<file path="src/rtl/sram_like_axi_bridge.sv">
// Bridges the core's SRAM-like fetch and data ports onto one single-beat AXI3 master.
// One read in flight (shared by both ports) plus at most one data write alongside it.
module sram_like_axi_bridge (
  input  logic        clk,
  input  logic        rst,
  input  logic        inst_req,
  input  logic [31:0] inst_addr,
  output logic        inst_addr_ok,
  output logic        inst_data_ok,
  output logic [31:0] inst_rdata,
  input  logic        data_req,
  input  logic        data_wr,
  input  logic [1:0]  data_size,
  input  logic [31:0] data_addr,
  input  logic [31:0] data_wdata,
  output logic        data_addr_ok,
  output logic        data_data_ok,
  output logic [31:0] data_rdata,
  output logic [31:0] araddr,
  output logic [2:0]  arsize,
  output logic        arvalid,
  input  logic        arready,
  input  logic [31:0] rdata,
  input  logic        rvalid,
  output logic        rready,
  output logic [31:0] awaddr,
  output logic [2:0]  awsize,
  output logic        awvalid,
  input  logic        awready,
  output logic [31:0] wdata,
  output logic [3:0]  wstrb,
  output logic        wvalid,
  input  logic        wready,
  input  logic        bvalid,
  output logic        bready
);

  typedef enum logic [1:0] {R_IDLE, R_AR, R_R, R_DONE} rstate_t;
  typedef enum logic [1:0] {W_IDLE, W_REQ, W_B, W_DONE} wstate_t;

  rstate_t     r_state, r_next;
  wstate_t     w_state, w_next;
  logic        r_own_data;
  logic [31:0] r_addr;
  logic [1:0]  r_size;
  logic [31:0] w_addr, w_data;
  logic [1:0]  w_size;
  logic [3:0]  w_strb, strb_in;
  logic        aw_done, w_done;
  logic        rd_take_data, rd_take_inst, wr_take;
  logic        rd_done, w_ok;

  // Data reads wait for an idle write side so a read never overtakes a pending write.
  assign rd_take_data = ~rst & (r_state == R_IDLE) & data_req & ~data_wr & (w_state == W_IDLE);
  assign rd_take_inst = ~rst & (r_state == R_IDLE) & inst_req & ~rd_take_data;
  assign wr_take      = ~rst & (w_state == W_IDLE) & data_req & data_wr;

  assign inst_addr_ok = rd_take_inst;
  assign data_addr_ok = rd_take_data | wr_take;

  // A write accepted behind an in-flight data read holds its completion one cycle
  // rather than collide with that read's data_ok.
  assign rd_done      = (r_state == R_DONE);
  assign w_ok         = (w_state == W_DONE) & ~(rd_done & r_own_data);
  assign inst_data_ok = rd_done & ~r_own_data;
  assign data_data_ok = (rd_done & r_own_data) | w_ok;

  assign arvalid = (r_state == R_AR);
  assign rready  = (r_state == R_R);
  assign araddr  = r_addr;
  assign arsize  = {1'b0, r_size};

  assign awvalid = (w_state == W_REQ) & ~aw_done;
  assign wvalid  = (w_state == W_REQ) & ~w_done;
  assign bready  = (w_state == W_B);
  assign awaddr  = w_addr;
  assign awsize  = {1'b0, w_size};
  assign wdata   = w_data;
  assign wstrb   = w_strb;

  always_comb begin
    r_next = r_state;
    case (r_state)
      R_IDLE: if (rd_take_data | rd_take_inst) r_next = R_AR;
      R_AR:   if (arready) r_next = R_R;
      R_R:    if (rvalid) r_next = R_DONE;
      R_DONE: r_next = R_IDLE;
      default: r_next = R_IDLE;
    endcase
  end

  always_ff @(posedge clk or posedge rst) begin
    if (rst) begin
      r_state    <= R_IDLE;
      r_own_data <= 1'b0;
      r_addr     <= '0;
      r_size     <= '0;
      inst_rdata <= '0;
      data_rdata <= '0;
    end else begin
      r_state <= r_next;
      if (rd_take_data) begin
        r_own_data <= 1'b1;
        r_addr     <= data_addr;
        r_size     <= data_size;
      end else if (rd_take_inst) begin
        r_own_data <= 1'b0;
        r_addr     <= inst_addr;
        r_size     <= 2'd2;
      end
      if (r_state == R_R && rvalid) begin
        if (r_own_data) data_rdata <= rdata;
        else            inst_rdata <= rdata;
      end
    end
  end

  always_comb begin
    strb_in = 4'b1111;
    case (data_size)
      2'd0:    strb_in = 4'b0001 << data_addr[1:0];
      2'd1:    strb_in = data_addr[1] ? 4'b1100 : 4'b0011;
      default: strb_in = 4'b1111;
    endcase
  end

  always_comb begin
    w_next = w_state;
    case (w_state)
      W_IDLE: if (wr_take) w_next = W_REQ;
      W_REQ:  if ((aw_done | awready) & (w_done | wready)) w_next = W_B;
      W_B:    if (bvalid) w_next = W_DONE;
      W_DONE: if (w_ok) w_next = W_IDLE;
      default: w_next = W_IDLE;
    endcase
  end

  always_ff @(posedge clk or posedge rst) begin
    if (rst) begin
      w_state <= W_IDLE;
      w_addr  <= '0;
      w_size  <= '0;
      w_data  <= '0;
      w_strb  <= '0;
      aw_done <= 1'b0;
      w_done  <= 1'b0;
    end else begin
      w_state <= w_next;
      if (wr_take) begin
        w_addr <= data_addr;
        w_size <= data_size;
        w_data <= data_wdata;
        w_strb <= strb_in;
      end
      if (w_state == W_REQ) begin
        if (awready) aw_done <= 1'b1;
        if (wready)  w_done  <= 1'b1;
      end else begin
        aw_done <= 1'b0;
        w_done  <= 1'b0;
      end
    end
  end

endmodule
</file>
<file path="config.mk">
export PLATFORM = sky130hd
export DESIGN_NAME = sram_like_axi_bridge
export DESIGN_NICKNAME = d
export VERILOG_FILES = /design/src/rtl/sram_like_axi_bridge.sv
export SDC_FILE = /design/constraint.sdc
export NUM_CORES = 1
export LEC_CHECK = 0
export BUFFER_PORTS_ARGS = -buffer_cell sky130_fd_sc_hd__clkbuf_2
export CAP_MARGIN = 40
export CORE_AREA = 2 2 124 126
export DETAILED_ROUTE_END_ITERATION = 12
export DIE_AREA = 0 0 126 128
export PLACE_DENSITY = 0.81
export SLEW_MARGIN = 20
export SYNTH_ARGS = -nofsm -noshare
export SYNTH_HDL_FRONTEND = slang
export SYNTH_SLANG_ARGS = --single-unit
</file>
<file path="constraint.sdc">
create_clock -name clk -period 12.6 [get_ports clk]
set_clock_uncertainty 0.05 [all_clocks]
set_input_delay 2.52 -clock clk [delete_from_list [all_inputs] [get_ports clk]]
set_output_delay 2.52 -clock clk [all_outputs]
set_load 0.01 [all_outputs]
</file>
# [Yosys cells after proc, flatten, opt, wreduce, memory -nomap -nowiden]
# Index checks and enable logic that the tools add are counted.
[word_totals] ff_bits=175 latch_bits=0 ram_bits=0 rom_bits=0 inputBits=140 output_inout_bits=179 wordCells=87 mem_count=0
[classes] addsub=0 multipliers=0 div=0 magnitude_cmp=0 eq_ne=16 n_shift=1 n_mux=21 bitwise_logic=27 reduce_logical=9
[ops] op="$mux W32" n=2
[ops] op="$mux W2" n=9
[ops] op="$pmux W2 S4" n=2
[ops] op="$and A1 B1 Y1" n=15
[ops] op="$ne A2 B2 Y1 const B" n=6
[ops] op="$eq A2 B2 Y1 const B" n=4
[ops] op="$pmux W4 S2" n=1
[ops] op="$not A1 Y1" n=7
[ops] op="$eq A2 B1 Y1 const B" n=3
[ops] op="$logic_not A2 Y1" n=3
[ops] op="$mux W1" n=6
[ops] op="$ne A2 B1 Y1 const B" n=3
[ops] op="$or A1 B1 Y1" n=5
[ops] op="$mux W4" n=1
[ops] op="$reduce_and A2 Y1" n=2
[ops] op="$reduce_and A4 Y1" n=1
[ops] op="$shl A1 B2 Y4 const A" n=1
[ops] op="$reduce_and A3 Y1" n=1
[ops] op="$reduce_bool A2 Y1" n=1
[ops] op="$logic_and A1 B1 Y1" n=1

# [Depth between registers and ports, before layout]
# Gate-level depths: netlist of run 1.
[depth] word_depth=10 depth_mapped=7 depth_no_buf=6

# [Least setup slack after synthesis of run 1]
# No wires, ideal clock.
[synth_timing] kind="input-to-output" start="input rst" end="output data_addr_ok" arrival_time_ps=5441 path_slack_ps=4589 stages=5 path_buffers=2 cell_sequence="inv_2 nand4_2 buf_2 clkbuf_1 nand2_1"
[synth_via] elab_chain_cells=6 word_cells_on_any_way=9
[synth_rtl] element="start: declaration" line_no="5" source="input logic rst,"
[synth_rtl] element="$not A1 Y1 (*)" line_no="54, 56"
[synth_rtl] element="$and A1 B1 Y1 (4 in a row)" line_no="54" source="assign rd_take_data = ~rst & (r_state == R_IDLE) & data_req & ~data_wr & (w_state == W_IDLE);"
[synth_rtl] element="$or A1 B1 Y1 (*)" line_no="59" source="assign data_addr_ok = rd_take_data | wr_take;"
[synth_rtl] element="end: declaration" line_no="16" source="output logic data_addr_ok,"
# Mark *: on every way between the ends. The rest lies on a longest branch, timed or not.

# [Worst setup path after layout of run 1]
[layout_timing] start="input rst" end="output inst_addr_ok"
[layout_via] elab_chain_cells=7 word_cells_on_any_way=8
[layout_rtl] element="$not A1 Y1 (*)" line_no="54, 55"
[layout_rtl] element="$and A1 B1 Y1 (*)" line_no="54, 55"
[layout_rtl] element="$and A1 B1 Y1 (3 in a row)" line_no="54"
[layout_rtl] element="$not A1 Y1" line_no="55" source="assign rd_take_inst = ~rst & (r_state == R_IDLE) & inst_req & ~rd_take_data;"
[layout_rtl] element="$and A1 B1 Y1 (*)" line_no="55"
[layout_rtl] element="end: declaration" line_no="8" source="output logic inst_addr_ok,"
# Marked as above.

==> results.json, run 1 <==
{
  "grt_max_degree": 64,
  "setup_slack_ns": 6.27,
  "fin_tns_setup_ns": 0,
  "p_int_w": 0.00160,
  "powerDensity_nw_per_um2": 253,
  "r2r_cells": 7,
  "ys_seq_area_share_pct": 62.7,
  "die_y_um": 128,
  "cts_max_path_buffers": 2,
  "synth_cells": 469,
  "grt_pass1_wl_um": 27400,
  "yosys.area.top_type": "dfrtp_1",
  "swShare_pct": 32.9,
  "cts_resized": 0,
  "seqPwrFrac_pct": 40.4,
  "io_buffers": 316,
  "synthFlopType": "dfrtp_1",
  "synth_most_common_cell": "dfrtp_1",
  "synthTopCellsByCount": "175 x dfrtp_1, 129 x mux2_2, 33 x a221o_1, 33 x and2_1, 17 x buf_2",
  "yosys_warnings": 0,
  "slew_viol_final": 0,
  "ant_nets": 0,
  "place_congestion": 0.837,
  "fill_cells": 1166,
  "rsz0062_at_grt": "false",
  "drt_iter0_markers": 169,
  "nets": 939,
  "detail_route.wirelength_um": 17100,
  "p_switching_w": 0.000784,
  "grt_pass1_vias": 5337,
  "hold_class": "flop to flop",
  "vias": 5088,
  "area_growth_pct": 34.7,
  "finalSetupViolations": 0,
  "track_usage_pct": 21.7,
  "path_class": "input port to output port",
  "avgSynthCellArea_sq_um": 14.9,
  "ctsHoldBuffers": 0,
  "hold_violations": 0,
  "row_count": 45,
  "clkTransAtPathRegs_ns": 0.06,
  "fin_crit_sh_pct": 50.3,
  "endpoint_kind": "output port",
  "antenna_found_initial": 0,
  "yosys-top-cells-area": "dfrtp_1 63%, mux2_2 21%, a221o_1 4.7%",
  "grt_overflow": 0,
  "synth-seq-cells": 175,
  "root_buffer": "clkbuf_16",
  "io-pin-count": 319,
  "hpwl_um": 12800,
  "coreArea_sq_um": 14900,
  "crit_path_start_kind": "input port",
  "drc": 0,
  "start_util_pct": 47.0,
  "required_ns": 10.03,
  "timing.fmax_mhz": 158,
  "worst_ep_arrival_time_ns": 3.76,
  "power_frac_comb_pct": 37.0,
  "max_cap_viol_count": 0,
  "netlist.area_leader.share_pct": 62.7,
  "synth_area_sq_um": 6990,
  "insertion_delay_ns": 0.42,
  "dieArea_sq_um": 16100,
  "total_leakage_power_nw": 4.95,
  "dr.pass1.iters": 4,
  "period_needed_ns": 6.33,
  "peakVddDrop_v": 0.000125,
  "status": "completed",
  "cts_sinks": 175,
  "cts_tree": "yes",
  "cts.htree.levels": 4,
  "crit_fanout": 33,
  "synth_cell_type_count": 31,
  "routed_via_density": 5.14,
  "cts_buffers": 17,
  "post-place-ws_ns": 6.28,
  "antenna_cells": 0,
  "clkPwrFrac_pct": 22.6,
  "synth-edff-count": 0,
  "cts_setup_buffers": 0,
  "die_x_um": 126,
  "final_layout_size_suffix_gt1_share_pct": 61.1,
  "hold_depth": 2,
  "wl_per_cell_um": 17.3,
  "async_flop_share_pct": 100
}
[power by group through the flow]
stage / Clock, W / Combinational (W) / Sequential [W]
after floorplan: 0 / 0.000382 / 0.00108
final: 0.000539 / 0.000882 / 0.000963
after global placement: 0 / 0.000866 / 0.000957
after detailed placement: 0 / 0.000892 / 0.000973
after CTS: 0.000546 / 0.000898 / 0.000965
after global routing: 0.000570 / 0.000963 / 0.000994
[stage by stage]
step / power [W] / utilization (%) / std cells / area (sq um) / hold slack [ns]
final: 0.00238 / 63.3 / 990 / 9410 / 0.434
after global routing: 0.00253 / 63.3 / 990 / 9410 / 0.449
after CTS: 0.00241 / 63.3 / 990 / 9410 / 0.434
after detailed placement: 0.00186 / 59.2 / 958 / 8800 / 0.420
after global placement: 0.00182 / 58.6 / 954 / 8710 / 0.414
after floorplan: 0.00146 / - / 470 / 6990 / 0.436
[worst paths after layout]
check,end,startpoint,slack (ns)
max in group asynchronous,inst_rdata[31],rst,9.44
worst min register to register,wstrb[0],wstrb[0],0.43
worst max-delay path,inst_addr_ok,rst,6.27
worst max register to register,araddr[20],w_state[0],10.42
min in group asynchronous,r_own_data,rst,2.06
worst min-delay path,wstrb[0],wstrb[0],0.43
[cell families after synthesis]
group | after synthesis | synth area share (%)
other | 1 | 0.0537
flip-flops | 175 | 62.7
adder cells (fa/ha/maj) | 10 | 1.79
multiplexers | 132 | 21.2
buffers and inverters | 37 | 2.83
AND/OR/NAND/NOR | 61 | 4.96
AO/OA/AOI/OAI | 53 | 6.45
[layout make-up]
class	count	area, sq um	area share [%]
tap	188	235	2.50
clock buffer	25	515	5.48
multi-input combinational	258	2420	25.7
sequential	175	4380	46.5
inverter	11	46.3	0.492
clock inverter	7	97.6	1.04
timing repair buffer	326	1710	18.2
[registers in the layout (all words and copies together), names as in the netlist]
name	flops
araddr	32
awaddr	32
data_rdata	32
inst_rdata	32
wdata	32
wstrb	4
r_size	2
r_state	2
w_size	2
w_state	2
aw_done	1
r_own_data	1
w_done	1
[critical path, stage by stage]
cell and delay, ns:
clkbuf_2 0.13, nor2b_1 0.30, nand2_1 0.14, nor2_2 0.10, buf_4 0.35, clkbuf_2 0.21
[per-layer routing]
layer / track usage, % / share of wire, % / up-vias / routed length (um)
met4: 10.4 / 3.3 / 0 / 558
met1: 26.0 / 40 / 2510 / 6760
met5: 0 / 0 / - / 0
met2: 36.3 / 50 / 226 / 8550
li1: - / - / 2315 / -
met3: 5.97 / 7.2 / 37 / 1230
[layout by cell type, fill, tap and decap left out, types with 2 or more instances in the layout]
cell type,instances
a221o_1,33
inv_1,10
nor2_1,3
conb_1,2
clkbuf_1,2
o21a_1,2
clkbuf_2,316
o21ai_0,8
and2_1,33
clkinvlp_4,2
buf_4,6
mux2_2,129
bufinv_16,2
dfrtp_1,175
ha_1,10
a21oi_1,5
buf_16,2
clkbuf_8,6
nand2_1,14
mux2i_1,2
clkbuf_16,17
nand3_1,2
inv_6,3
nor2b_1,4
Power figures use the tool's default switching activity.
==> run 2: changes to the inputs <==
--- a/config.mk
+++ b/config.mk
@@ -5,12 +5,14 @@
 export SDC_FILE = /design/constraint.sdc
 export NUM_CORES = 1
 export LEC_CHECK = 0
+export ABC_AREA = 1
 export BUFFER_PORTS_ARGS = -buffer_cell sky130_fd_sc_hd__clkbuf_2
 export CAP_MARGIN = 40
-export CORE_AREA = 2 2 124 126
+export CORE_ASPECT_RATIO = 0.9
+export CORE_MARGIN = 2
+export CORE_UTILIZATION = 47
 export DETAILED_ROUTE_END_ITERATION = 12
-export DIE_AREA = 0 0 126 128
-export PLACE_DENSITY = 0.81
+export PLACE_DENSITY = 0.8
 export SLEW_MARGIN = 20
 export SYNTH_ARGS = -nofsm -noshare
 export SYNTH_HDL_FRONTEND = slang
==> constraint.sdc (replaced) <==
create_clock -name clk -period 6.57 [get_ports clk]
set_clock_uncertainty 0.05 [all_clocks]
set_input_delay 1.314 -clock clk [delete_from_list [all_inputs] [get_ports clk]]
set_output_delay 1.314 -clock clk [all_outputs]
set_load 0.01 [all_outputs]
==> results.json, run 2 <==
{
  "synthFlopType": "dfrtp_1",
  "grt_pass1_vias": 6232,
  "synth-seq-cells": 175,
  "cts_max_path_buffers": 2,
  "final_common_cell": "nand2_1",
  "required_ns": 5.21,
  "grt_overflow": 0,
  "yosys.area.top_type": "dfrtp_1",
  "die_y_um": 120,
  "cts_tree": "yes",
  "cts_buffers": 17,
  "fin_crit_sh_pct": 61.7,
  "hpwl_um": 13900,
  "hold_class": "flop to flop",
  "endpoint_kind": "output port",
  "slew_viol_final": 0,
  "place_congestion": 0.829,
  "grt_pass1_wl_um": 31100,
  "wl_per_cell_um": 14.8,
  "ant_nets": 0,
  "min-delay-start": "wdata[17]",
  "final_layout_size_suffix_gt1_share_pct": 32.9,
  "area_growth_pct": 33.0,
  "drt_iter0_markers": 382,
  "track_usage_pct": 24.6,
  "crit_path_start_kind": "input port",
  "nets": 1249,
  "vias": 6356,
  "ys_seq_area_share_pct": 61.9,
  "async_flop_share_pct": 100,
  "final-instance-count-excl-fill": 1310,
  "grt_max_degree": 77,
  "timing.fmax_mhz": 247,
  "cts.htree.levels": 4,
  "startpoint": "rst",
  "start_util_pct": 48.0,
  "worst_ep_arrival_time_ns": 2.69,
  "final_cell_mix": "374 x nand2_1, 316 x clkbuf_2, 175 x dfrtp_1",
  "period_needed_ns": 4.06,
  "synth_most_common_cell": "nand2_1",
  "clkTransAtPathRegs_ns": 0.06,
  "io_buffers": 316,
  "root_buffer": "clkbuf_16",
  "r2r_start": "w_state[0]",
  "path_class": "input port to output port",
  "avgSynthCellArea_sq_um": 8.90,
  "die_x_um": 133,
  "powerDensity_nw_per_um2": 475,
  "status": "completed",
  "tightest_slew_ns": 0.825,
  "yosys_warnings": 0,
  "cts_setup_buffers": 0,
  "synthTopCellsByCount": "374 x nand2_1, 175 x dfrtp_1, 73 x o21ai_0",
  "antenna_cells": 0,
  "detail_route.wirelength_um": 19300,
  "peakVddDrop_v": 0.000240,
  "cts_resized": 0,
  "cts_sinks": 175,
  "synth_cells": 794,
  "crit_fanout": 33,
  "dpl.cell_count": 1278,
  "coreArea_sq_um": 14700,
  "total_leakage_power_nw": 5.44,
  "insertion_delay_ns": 0.42,
  "dr.pass1.iters": 4,
  "row_count": 42,
  "timing.slew.headroom_pct": 44.9,
  "finalSetupViolations": 0,
  "dieArea_sq_um": 16000,
  "synth_area_sq_um": 7070,
  "yosys-top-cells-area": "dfrtp_1 62%, nand2_1 20%, o21ai_0 5.2%",
  "drc": 0,
  "rsz0062_at_grt": "false",
  "antenna_found_initial": 0,
  "io-pin-count": 319,
  "netlist.area_leader.share_pct": 61.9,
  "hold_violations": 0,
  "ctsHoldBuffers": 0,
  "synth-edff-count": 0,
  "max_cap_viol_count": 0,
  "fin_tns_setup_ns": 0,
  "synth_cell_type_count": 22,
  "routed_via_density": 4.85
}
==> run 2: cell types whose count changed in the layout (fill, tap and decap cells not counted), sizes merged, moves of 3 or more <==
cell	change
nand2	+362
o21ai	+64
buf	-3
nor2	+9
clkbuf	-4
nor2b	-4
a221o	-33
inv	+46
mux2	-130
and2	-33
nand3	+39
==> run 2: critical path, stage by stage <==
cell      delay (ns)
clkbuf_2        0.13
nor2_2          0.16
nand2_1         0.14
nor2_4          0.66
clkbuf_2        0.27
==> run 2: path summary, 6_finish.rpt <==
kind | endpoint | slack [ns] | cells after the start
worst max-delay path | inst_addr_ok | 2.51 | 5
min in group asynchronous | aw_done | 0.86 | 2
worst min register to register | wdata[17] | 0.43 | 2
worst max register to register | wstrb[3] | 3.88 | 8
worst min-delay path | wdata[17] | 0.43 | 2
max in group asynchronous | awaddr[0] | 4.57 | 4
==> run 2: metrics by stage <==
step / util, % / cell area [sq um] / setup WS [ns] / power [W] / hold WS, ns
6_report: 63.9 / 9400 / 2.51 / 0.00447 / 0.428
5_1_grt: 63.9 / 9400 / 2.34 / 0.00478 / 0.449
4_1_cts: 63.9 / 9400 / 2.52 / 0.00450 / 0.431
3_5_place_dp: 59.7 / 8790 / 2.52 / 0.00344 / 0.414
3_3_place_gp: 59.2 / 8710 / 2.56 / 0.00337 / 0.412
2_1_floorplan: - / 7070 / 0.818 / 0.00268 / 0.440
==> run 2: area by class of cell <==
class | instances | area [sq um]
Sequential cell | 175 | 4380
Tap cell | 198 | 248
Clock buffer | 21 | 460
Multi-Input combinational cell | 526 | 2260
Timing Repair Buffer | 323 | 1690
Clock inverter | 11 | 154
Inverter | 56 | 215
Fill cell | 1225 | 5310
==> run 2: cell families (layout without fill, tap and decap cells) <==
logic type,after synthesis,after routing,synth area share [%]
buf+inv,94,411,6.19
fa+ha+maj,10,10,1.77
flops,175,175,61.9
other cells,1,2,0.0530
simple gates,435,435,24.4
compound gates,79,79,5.65
==> run 2: power breakdown <==
part           switching (W)  total, W  internal (W)
clock               0.000415   0.00104      0.000623
sequential          0.000291   0.00186       0.00157
combinational       0.000940   0.00157      0.000632
==> run 2: routing by layer <==
layer	part of all wire [%]	global-route usage, %	vias up
met1	41	30.7	2989
li1	-	-	3056
met2	49	41.1	284
met3	8.5	8.22	27
met4	2.2	7.45	0
met5	0	0	-
==> run 3: changes to the inputs <==
==> constraint.sdc (replaced) <==
create_clock -name clk -period 3.8 [get_ports clk]
set_clock_uncertainty 0.05 [all_clocks]
set_input_delay 0.76 -clock clk [delete_from_list [all_inputs] [get_ports clk]]
set_output_delay 0.76 -clock clk [all_outputs]
set_load 0.01 [all_outputs]
==> results.json, run 3 (synthesis gave the netlist of run 2 again) <==
{
  "rrSetupSlack_ns": 1.74,
  "status": "completed",
  "crit_path_start_kind": "flop",
  "final_layout_size_suffix_gt1_share_pct": 33.1,
  "cts_buffers": 17,
  "antenna_cells": 0,
  "finalSetupViolations": 0,
  "dr.pass1.iters": 5,
  "r2r_cells": 9,
  "area_growth_pct": 32.9,
  "endpoint_kind": "output port",
  "die_y_um": 120,
  "grt_pass1_wl_um": 30900,
  "p_int_w": 0.00487,
  "routed_via_density": 4.82,
  "crit_fanout": 4,
  "timing.fmax_mhz": 379,
  "fin_tns_setup_ns": 0,
  "fill_cells": 1241,
  "coreArea_sq_um": 14700,
  "clkPwrFrac_pct": 23.4,
  "rsz0062_at_grt": "false",
  "powerDensity_nw_per_um2": 820,
  "detail_route.wirelength_um": 19400,
  "cts_setup_buffers": 0,
  "grt_overflow": 0,
  "start_util_pct": 48.0,
  "setup_slack_ns": 1.16,
  "final_common_cell": "nand2_1",
  "root_buffer": "clkbuf_16",
  "cts.htree.levels": 4,
  "row_count": 42,
  "peakVddDrop_v": 0.000528,
  "track_usage_pct": 24.7,
  "fin_crit_sh_pct": 69.5,
  "die_x_um": 133,
  "drc": 0,
  "worst_hold_slack_ns": 0.328,
  "wl_per_cell_um": 14.8,
  "io-pin-count": 319,
  "total_leakage_power_nw": 5.44,
  "grt_pass1_vias": 6140,
  "final_cell_mix": "374 x nand2_1, 316 x clkbuf_2, 175 x dfrtp_1",
  "tightest_slew_ns": 0.745,
  "max_cap_viol_count": 0,
  "hold_violations": 0,
  "drt_iter0_markers": 401,
  "required_ns": 2.99,
  "p_switching_w": 0.00284,
  "r2r_start": "w_state[0]",
  "period_needed_ns": 2.64,
  "io_buffers": 316,
  "timing.slew.headroom_pct": 50.4,
  "nets": 1251,
  "cts_sinks": 175,
  "slew_viol_final": 0,
  "ant_nets": 0,
  "insertion_delay_ns": 0.42,
  "cts_max_path_buffers": 2,
  "antenna_found_initial": 0,
  "seqPwrFrac_pct": 41.5,
  "grt_max_degree": 65,
  "post-place-ws_ns": 1.09,
  "hpwl_um": 13800,
  "swShare_pct": 36.8,
  "place_congestion": 0.836,
  "clkTransAtPathRegs_ns": 0.07,
  "path_class": "flop to output port",
  "dieArea_sq_um": 16000,
  "cts_tree": "yes",
  "power_frac_comb_pct": 35.1,
  "ctsHoldBuffers": 0,
  "timing.rr.end": "araddr[25]",
  "hold_class": "input port to asynchronous set/reset pin",
  "vias": 6328,
  "cts_resized": 0,
  "worst_ep_arrival_time_ns": 1.83
}
[run 3: layout make-up]
cell class / count / area, sq um / share of cell area [%]
Tap cell: 198 / 248 / 2.64
Timing Repair Buffer: 325 / 1680 / 17.9
Multi-Input combinational cell: 526 / 2260 / 24.1
Sequential cell: 175 / 4380 / 46.6
Inverter: 56 / 215 / 2.29
Clock buffer: 20 / 457 / 4.86
Clock inverter: 12 / 156 / 1.66
[run 3: metrics by stage]
| step | cells | power [W] | instance area, sq um | utilization (%) |
|---|---|---|---|---|
| finish | 1312 | 0.00770 | 9400 | 63.9 |
| global route | 1312 | 0.00827 | 9400 | 63.9 |
| CTS | 1311 | 0.00777 | 9370 | 63.7 |
| detailed placement | 1279 | 0.00594 | 8760 | 59.5 |
| global placement | 1278 | 0.00583 | 8740 | 59.4 |
| floorplan | 795 | 0.00463 | 7080 | - |
[run 3: worst max path at each step]
stage               start            to  slack (ns)
2_1_floorplan         rst  data_addr_ok         0.1
3_3_place_gp          rst      wstrb[3]        0.87
5_1_grt               rst  data_addr_ok         1.0
6_report       r_state[0]  inst_addr_ok        1.16
3_5_place_dp          rst  data_addr_ok        1.09
4_1_cts               rst  data_addr_ok        1.08
[run 3: power by group through the flow]
stage / sequential, W / combinational [W] / clock (W)
floorplan: 0.00354 / 0.00109 / 0
global placement: 0.00317 / 0.00266 / 0
detailed placement: 0.00320 / 0.00274 / 0
CTS: 0.00319 / 0.00275 / 0.00183
global route: 0.00330 / 0.00305 / 0.00193
finish: 0.00320 / 0.00270 / 0.00180
[run 3: layer usage]
metal / global-route usage (%) / routed length [um] / part of all wire, %
met1: 30.8 / 7690 / 40
met3: 7.92 / 1770 / 9.1
met5: 0 / 0 / 0
met2: 41.3 / 9570 / 49
met4: 7.91 / 382 / 2.0
[run 3: worst max-delay path, cell delays in order, from the launching register on]
cell and delay, ns:
dfrtp_1 0.42, inv_1 0.12, ha_1 0.18, inv_1 0.08, nor2_2 0.14, nand2_1 0.16
nor2_4 0.16, clkbuf_2 0.16
